$ cat config.mk
export PLATFORM = sky130hd
export DESIGN_NAME = uart_rx
export DESIGN_NICKNAME = d
export VERILOG_FILES = /design/src/rtl/uart_rx.sv
export SDC_FILE = /design/constraint.sdc
export NUM_CORES = 1
export LEC_CHECK = 0
export CORE_ASPECT_RATIO = 1.4
export CORE_MARGIN = 10
export CORE_UTILIZATION = 40
export CTS_CLUSTER_DIAMETER = 200
export DETAILED_ROUTE_END_ITERATION = 7
export MAX_ROUTING_LAYER = met4
export PLACE_DENSITY = 0.66
export SLEW_MARGIN = 20
export SYNTH_ARGS = -nofsm -noshare
export SYNTH_HDL_FRONTEND = slang
export SYNTH_SLANG_ARGS = --single-unit
$ cat constraint.sdc
create_clock -name clk -period 4.4 [get_ports clk]
set_input_delay 0.88 -clock clk [delete_from_list [all_inputs] [get_ports clk]]
set_output_delay 0.88 -clock clk [all_outputs]
set_load 0.02 [all_outputs]
$ cat src/rtl/uart_rx.sv
// 8N1 serial receiver: 2-FF input synchronizer, mid-bit sampling FSM and a
// valid/ready output holding register with framing-error and overrun pulses.
module uart_rx #(
    parameter int unsigned BIT_CLK = 87
) (
    input  logic       clk,
    input  logic       reset_n,
    input  logic       rxd,
    input  logic       rx_ready,
    output logic [7:0] rx_data,
    output logic       rx_valid,
    output logic       frame_err,
    output logic       overrun
);

    typedef enum logic [2:0] {
        S_IDLE,
        S_START,
        S_DATA,
        S_STOP,
        S_BREAK
    } state_t;

    localparam logic [7:0] HALF_LAST = 8'(BIT_CLK / 2 - 1);
    localparam logic [7:0] BIT_LAST  = 8'(BIT_CLK - 1);

    state_t     state_q;
    logic [7:0] cnt_q;
    logic [7:0] cnt_d;
    logic [2:0] idx_q;
    logic [7:0] shreg_q;
    logic       sync1_q;
    logic       sync2_q;
    logic       commit_q;
    logic [7:0] rx_data_q;
    logic       rx_valid_q;
    logic       frame_err_q;
    logic       overrun_q;
    logic       sample;

    // START samples after half a bit; DATA/STOP sample once per full bit.
    always_comb begin
        sample = 1'b0;
        if (state_q == S_START) begin
            sample = (cnt_q == HALF_LAST);
        end else begin
            sample = (cnt_q == BIT_LAST);
        end
        cnt_d = sample ? '0 : cnt_q + 8'd1;
    end

    always_ff @(posedge clk) begin
        if (!reset_n) begin
            state_q     <= S_IDLE;
            cnt_q       <= '0;
            idx_q       <= '0;
            shreg_q     <= '0;
            sync1_q     <= 1'b1;
            sync2_q     <= 1'b1;
            commit_q    <= 1'b0;
            rx_data_q   <= '0;
            rx_valid_q  <= 1'b0;
            frame_err_q <= 1'b0;
            overrun_q   <= 1'b0;
        end else begin
            sync1_q     <= rxd;
            sync2_q     <= sync1_q;
            frame_err_q <= 1'b0;
            overrun_q   <= 1'b0;
            commit_q    <= 1'b0;

            if (rx_valid_q && rx_ready) begin
                rx_valid_q <= 1'b0;
            end

            // Commit lands one cycle after the stop sample; an accept in the
            // same cycle frees the holding register for the new byte.
            if (commit_q) begin
                if (!rx_valid_q || rx_ready) begin
                    rx_data_q  <= shreg_q;
                    rx_valid_q <= 1'b1;
                end else begin
                    overrun_q <= 1'b1;
                end
            end

            case (state_q)
                S_IDLE: begin
                    cnt_q <= '0;
                    idx_q <= '0;
                    if (!sync2_q) begin
                        state_q <= S_START;
                    end
                end
                S_START: begin
                    cnt_q <= cnt_d;
                    if (sample) begin
                        state_q <= sync2_q ? S_IDLE : S_DATA;
                    end
                end
                S_DATA: begin
                    cnt_q <= cnt_d;
                    if (sample) begin
                        shreg_q <= {sync2_q, shreg_q[7:1]};
                        idx_q   <= idx_q + 3'd1;
                        if (idx_q == 3'd7) begin
                            state_q <= S_STOP;
                        end
                    end
                end
                S_STOP: begin
                    cnt_q <= cnt_d;
                    if (sample) begin
                        if (sync2_q) begin
                            commit_q <= 1'b1;
                            state_q  <= S_IDLE;
                        end else begin
                            frame_err_q <= 1'b1;
                            state_q     <= S_BREAK;
                        end
                    end
                end
                S_BREAK: begin
                    cnt_q <= '0;
                    if (sync2_q) begin
                        state_q <= S_IDLE;
                    end
                end
                default: begin
                    cnt_q   <= '0;
                    state_q <= S_IDLE;
                end
            endcase
        end
    end

    assign rx_data   = rx_data_q;
    assign rx_valid  = rx_valid_q;
    assign frame_err = frame_err_q;
    assign overrun   = overrun_q;

endmodule

==> results by group, run 1 <==
Outcome
  • Status: finished clean

Setup path
  • CP Launch Type: input port
  • CP Cell Sequence: clkdlybuf4s50_1, o21ai_1, nor2_1
  • Worst Setup End Kind: flip-flop
  • WP buf/inv: 1
  • CP max stage cell: clkdlybuf4s50_1
  • Crit Path Max Fanout: 28
  • Critical Path Max Stage Delay: 0.98 ns
  • Crit path DAT: approximately 2.5 ns
  • CP top delay family: buffers and inverters
  • CP Class: input port to flip-flop
  • Critical Path RT: 4.62 ns

Clock network
  • Setup Buffers After CTS: 0
  • Clk buf depth: 2
  • Root buffer cell: clkbuf_8
  • Cts hold-fix bufs: 0
  • Num Clock Sinks: 36
  • Clock Pin Slew Worst Setup and Hold Paths: 0.07 ns
  • Post-CTS sizing: 0
  • Max H-tree Level: 2
  • Num CTS Buffers: 5
  • CTS tree: done
  • Later-pin clock latency in the skew report: 0.29 ns

Detailed routing
  • Total Wirelength: 2.65 mm
  • 1st-pass router iterations: 4
  • DR DRC count: 0
  • Drt initial violations: 76
  • Drt wl/cell: around 12 um
  • Via count: 1,086
  • Vias per cell: 5.07
  • Final ANT Viol Nets: 0

Synthesis
  • Post-synth top flop: dfxtp_1
  • Post-synth EDFFs: 0
  • Synth Register Bits: 36
  • Top-count cell post-synth: dfxtp_1
  • Post-synth top area share: 47.8%
  • Sequential area share after synthesis: roughly 48%
  • Syn Nets: 165
  • Average size of a mapped cell: 9.60 um2
  • Asr flop ratio synth: 0%
  • Mapped Area: 1510 um2
  • Synth cell count leaders: 36 x dfxtp_1, 20 x nand2_1, 13 x nor2_1
  • Yosys cell types: 33
  • Top cell type by total area after synthesis: dfxtp_1
  • Yosys warns: 0
  • Synth area leaders: dfxtp_1 48%, mux2i_1 5.3%, nand2_1 5.0%, nor2b_1 4.6%, a21boi_0 4.5%
  • Synth Instances: 157

Timing
  • Unrepaired setup endpoints after global routing: no
  • Endpoints failing hold: 0
  • Tmin final: 2.25 ns
  • Pins Over Slew Limit: 0
  • Max Clk Rate: between 0.4 and 0.5 GHz
  • Fin Setup TNS: 0 ns
  • Hold_ws: 0.428 ns
  • Clk_skew: 0.00480 ns
  • Setup violations, final: 0
  • Period utilization: 51.1%
  • Worst-margin pin slew: about 0.79 ns
  • Slew Limit Headroom: roughly 47%

Floorplan
  • Die Width: 71.9 um
  • Die Span Y: approximately 93 um
  • CORE AREA: 3640 um2
  • Starting Density: 41.4%
  • I/O pins: 15
  • Row count: 26
  • Die Area: around 6700 um2

Min path
  • Worst hold-check path type: flip-flop to flip-flop

Global routing
  • Vias in the first global route: between 1,000 and 1,500
  • Largest net degree at the start of global routing: 29
  • GRT overflow: 0
  • First-pass GRT wire length: 4.72 mm
  • GRT Overall Usage: 9.08%
  • Initial antenna violation count: 0

Final layout
  • Ant. Diodes: 0
  • Area grow syn2layout: 16.7%
  • Layout cell share with drive strength beyond 1: 6.98%
  • Final #Nets: between 150 and 200

Power
  • IR drop worst, VDD: a little under 0.0002 V
  • Leak: between 0.7 and 0.8 nW
  • Power Dens Cells: 328 nW/um2

Placement
  • IO Port Bufs: 14
  • Hpwl dp: 2.00 mm
  • GPL Wtd Cong: approximately 0.73

Flow run
  • Maxcap violations: 0
==> state kept, by name, indices dropped and copies added, names as in the netlist <==
name	cells
frame_err	1
shreg_q	8
idx_q	3
commit_q	1
overrun	1
rx_data	8
cnt_q	8
sync2_q	1
rx_valid	1
state_q	3
sync1_q	1
==> cells in the final DEF, fill, tap and decap left out <==
master            n
dfxtp_1          36
nand2_1          20
clkdlybuf4s50_1  14
nor2_1           13
nor2b_1          11
a21boi_0          9
nand3_1           9
mux2i_1           8
nand2b_1          6
clkbuf_8          6
xor2_1            5
and3_1            4
ha_1              4
a21oi_1           3
o21a_1            3
nor4b_1           2
a21boi_1          2
clkinv_2          2
inv_1             1
nand4b_4          1
nor3b_1           1
or4b_4            1
nor4b_4           1
o31a_1            1
or4_1             1
or3b_2            1
a31oi_1           1
o21ai_0           1
o21ai_1           1
xnor2_1           1
nand3b_1          1
nor3_1            1
or3_1             1
==> kinds of logic after synthesis <==
family	count (synthesis)	share of synthesized area [%]
buf+inv	8	2.49
simple gates	74	28.0
xor+xnor	6	3.49
mux	8	5.31
fa+ha+maj	4	3.32
flops	36	47.8
compound gates	21	9.63
==> power by group <==
group / switching, mW / internal [mW]
registers: 0.00152 / 0.327
clock network: 0.112 / 0.125
logic: 0.00489 / 0.00644
total: 0.118 / 0.458
==> worst register-to-register path, stage by stage, from the launching register on <==
cell and delay, ns:
dfxtp_1 0.35, inv_1 0.07, ha_1 0.17, nor3b_1 0.31, or4b_4 0.60, and3_1 0.22, o21a_1 0.19
==> metal layers <==
layer / wire [um] / GRT usage, % / share of wire (%)
met1: 1030 / 7.78 / 39
met4: 61 / 5.34 / 2.3
met5: 0 / - / 0
met3: 132 / 3.95 / 5.0
met2: 1430 / 15.9 / 54
==> final timing paths <==
check / startpoint / to / slack, ns / cells past startpoint
max: reset_n / cnt_q[3] / 2.15 / 3
min: sync1_q / sync2_q / 0.43 / 1
max reg2reg: cnt_q[0] / idx_q[0] / 2.39 / 6
min reg2reg: sync1_q / sync2_q / 0.43 / 1
==> layout make-up <==
type,instances,area (um2)
Fill cell,355,1880
Multi-Input combinational cell,113,749
Sequential cell,36,721
Timing Repair Buffer,14,140
Clock buffer,6,82.6
Tap cell,42,52.6
Clock inverter,2,10.0
Inverter,1,3.75
==> stage by stage <==
step                utilization (%)  instances  power, mW  area (um2)  setup WS [ns]
floorplan                         -        157      0.343        1510           2.71
global placement               45.7        206      0.347        1670           1.91
detailed placement             45.7        206      0.347        1670           1.82
CTS                            48.3        214      0.585        1760           2.12
global route                   48.3        214      0.601        1760           1.96
finish                         48.3        214      0.577        1760           2.15
Note: power is estimated with default switching activity, not from simulation.
==> run 2, diff against run 1 <==
- PLACE_DENSITY: 0.66 -> 0.69
- clock period: 4.4 -> 1.85 ns (I/O delays scaled with it)
==> run 2 against run 1 <==
  * Wire length rose by 6.4%
  * Clock power grew to 2.8 times the previous value
  * Worst hold slack gained 0.00088 ns
  * Utilization is 2.4 points higher
  * Design area up 5.0%
  * Global-route usage is 0.26 points higher
  * Largest power group unchanged
==> results by group, run 2 (synthesis gave the netlist of run 1 again) <==
Outcome
  • Status: finished clean

Power
  • IR drop worst, VDD: 0.000671 V
  • Sw frac: between 10% and 20%
  • Leak: 0.745 nW
  • Power Dens Cells: 800 nW/um2
  • Combinational cell fraction of total power: 2.0%
  • Pint: 1.19 mW
  • Seq pwr share: 52.9%
  • Power share of the clock group: between 40% and 50%
  • Net load switching power: 0.283 mW

Timing
  • Clk_skew: 0.00492 ns
  • Setup violations, final: 0
  • Worst-margin pin slew: 0.532 ns
  • Endpoints failing hold: 0
  • Slew Limit Headroom: between 60% and 70%
  • Pins Over Slew Limit: 0
  • Tmin final: about 1.8 ns
  • Fin Setup TNS: 0 ns
  • Max Clk Rate: 0.560 GHz
  • Unrepaired setup endpoints after global routing: yes
  • Final setup margin: 0.0631 ns
  • Period utilization: 96.6%

Setup path
  • Crit Path Max Fanout: 10
  • Worst reg-to-reg path cell count: 7
  • CP Class: flip-flop to flip-flop
  • Worst Setup End Kind: flip-flop
  • Crit path DAT: around 2 ns
  • CP Launch Type: flip-flop
  • Critical Path RT: 2.08 ns

Min path
  • Hold depth: 1
  • Worst hold-check path type: flip-flop to flip-flop

Clock network
  • Later-pin clock latency in the skew report: 0.29 ns
  • Clock Pin Slew Worst Setup and Hold Paths: approximately 0.070 ns
  • Max H-tree Level: 2
  • CTS tree: done
  • Root buffer cell: clkbuf_8
  • Cts hold-fix bufs: 0
  • Num Clock Sinks: 36
  • Clk buf depth: 2
  • Num CTS Buffers: 5

Final layout
  • Ant. Diodes: 0
  • Layout cell share with drive strength beyond 1: approximately an eighth
  • Fin util: 50.7%
  • Final #Nets: 185
  • Most common cell after layout, fill and taps aside: dfxtp_1
  • Area grow syn2layout: 22.6%
  • Commonest cells after routing, fill and taps aside: 34 x dfxtp_1, 20 x nand2_1, 14 x clkdlybuf4s50_1, 13 x nor2_1, 11 x nor2b_1

Floorplan
  • Die Span Y: ~93 um
  • Starting Density: 41.4%
  • CORE AREA: 3640 um2
  • Die Width: slightly above 70 um
  • I/O pins: 15
  • Row count: 26
  • Die Area: 6660 um2

Detailed routing
  • Via count: 1,144
  • Final ANT Viol Nets: 0
  • Vias per cell: 5.20
  • 1st-pass router iterations: 4
  • Drt wl/cell: 12.8 um
  • DR DRC count: 0
  • Total Wirelength: approximately 2.8 mm
  • Drt initial violations: 68

Global routing
  • Largest net degree at the start of global routing: 17
  • Initial antenna violation count: 0
  • Vias in the first global route: around 1,100
  • GRT overflow: 0
  • GRT Overall Usage: under 10%
  • First-pass GRT wire length: 4.92 mm

Placement
  • GPL Wtd Cong: approximately 0.75
  • Placement Setup Slack: -0.0283 ns
  • IO Port Bufs: 14
  • Hpwl dp: 2.14 mm

Flow run
  • Maxcap violations: 0
==> run 2: metal layers <==
metal | wire (um) | share of wire [%] | global-route usage [%]
met1 | 1060 | 37 | 7.56
met2 | 1520 | 54 | 16.6
met3 | 174 | 6.2 | 4.17
met4 | 65 | 2.3 | 5.83
met5 | 0 | 0 | -
==> run 2: area by class of cell <==
class / count / area [um2]
Fill cell: 340 / 1800
Clock buffer: 6 / 72.6
Clock inverter: 2 / 35.0
Inverter: 1 / 3.75
Timing Repair Buffer: 20 / 198
Sequential cell: 36 / 723
Tap cell: 42 / 52.6
Multi-Input combinational cell: 113 / 763
==> run 2: final timing paths <==
path	from	to	slack (ns)
hold / removal	sync1_q	sync2_q	0.43
hold reg to reg	sync1_q	sync2_q	0.43
setup / recovery	cnt_q[0]	idx_q[0]	0.06
setup reg to reg	cnt_q[0]	idx_q[0]	0.06
==> run 2: through the flow <==
| stage | cells | hold WS, ns | area (um2) | total power, mW |
|---|---|---|---|---|
| floorplan | 157 | 0.386 | 1510 | 0.817 |
| global placement | 211 | 0.391 | 1720 | 0.828 |
| detailed placement | 211 | 0.419 | 1720 | 0.829 |
| CTS | 219 | 0.436 | 1830 | 1.50 |
| global route | 220 | 0.454 | 1850 | 1.54 |
| finish | 220 | 0.429 | 1850 | 1.48 |
==> run 2: worst max-delay path: stages (launching register included) <==
cell	delay, ns
dfxtp_2	0.35
inv_1	0.07
ha_2	0.19
nor3b_4	0.19
or4b_4	0.50
buf_4	0.19
nor2_1	0.12
o21a_1	0.13
==> run 2: power groups by stage <==
stage / Combinational (mW) / Sequential [mW] / Clock, mW
4_1_cts: 0.0305 / 0.781 / 0.692
3_5_place_dp: 0.0303 / 0.799 / 0
2_1_floorplan: 0.0201 / 0.797 / 0
5_1_grt: 0.0332 / 0.781 / 0.729
3_3_place_gp: 0.0294 / 0.799 / 0
6_report: 0.0300 / 0.781 / 0.667
==> run 2: what timing repair did <==
| action | CTS | global route |
|---|---|---|
| pin swaps | 0 | 0 |
| endpoints found under the setup margin | 3 | 17 |
| gates resized for setup | 1 | 4 |
| buffers inserted | 0 | 1 |
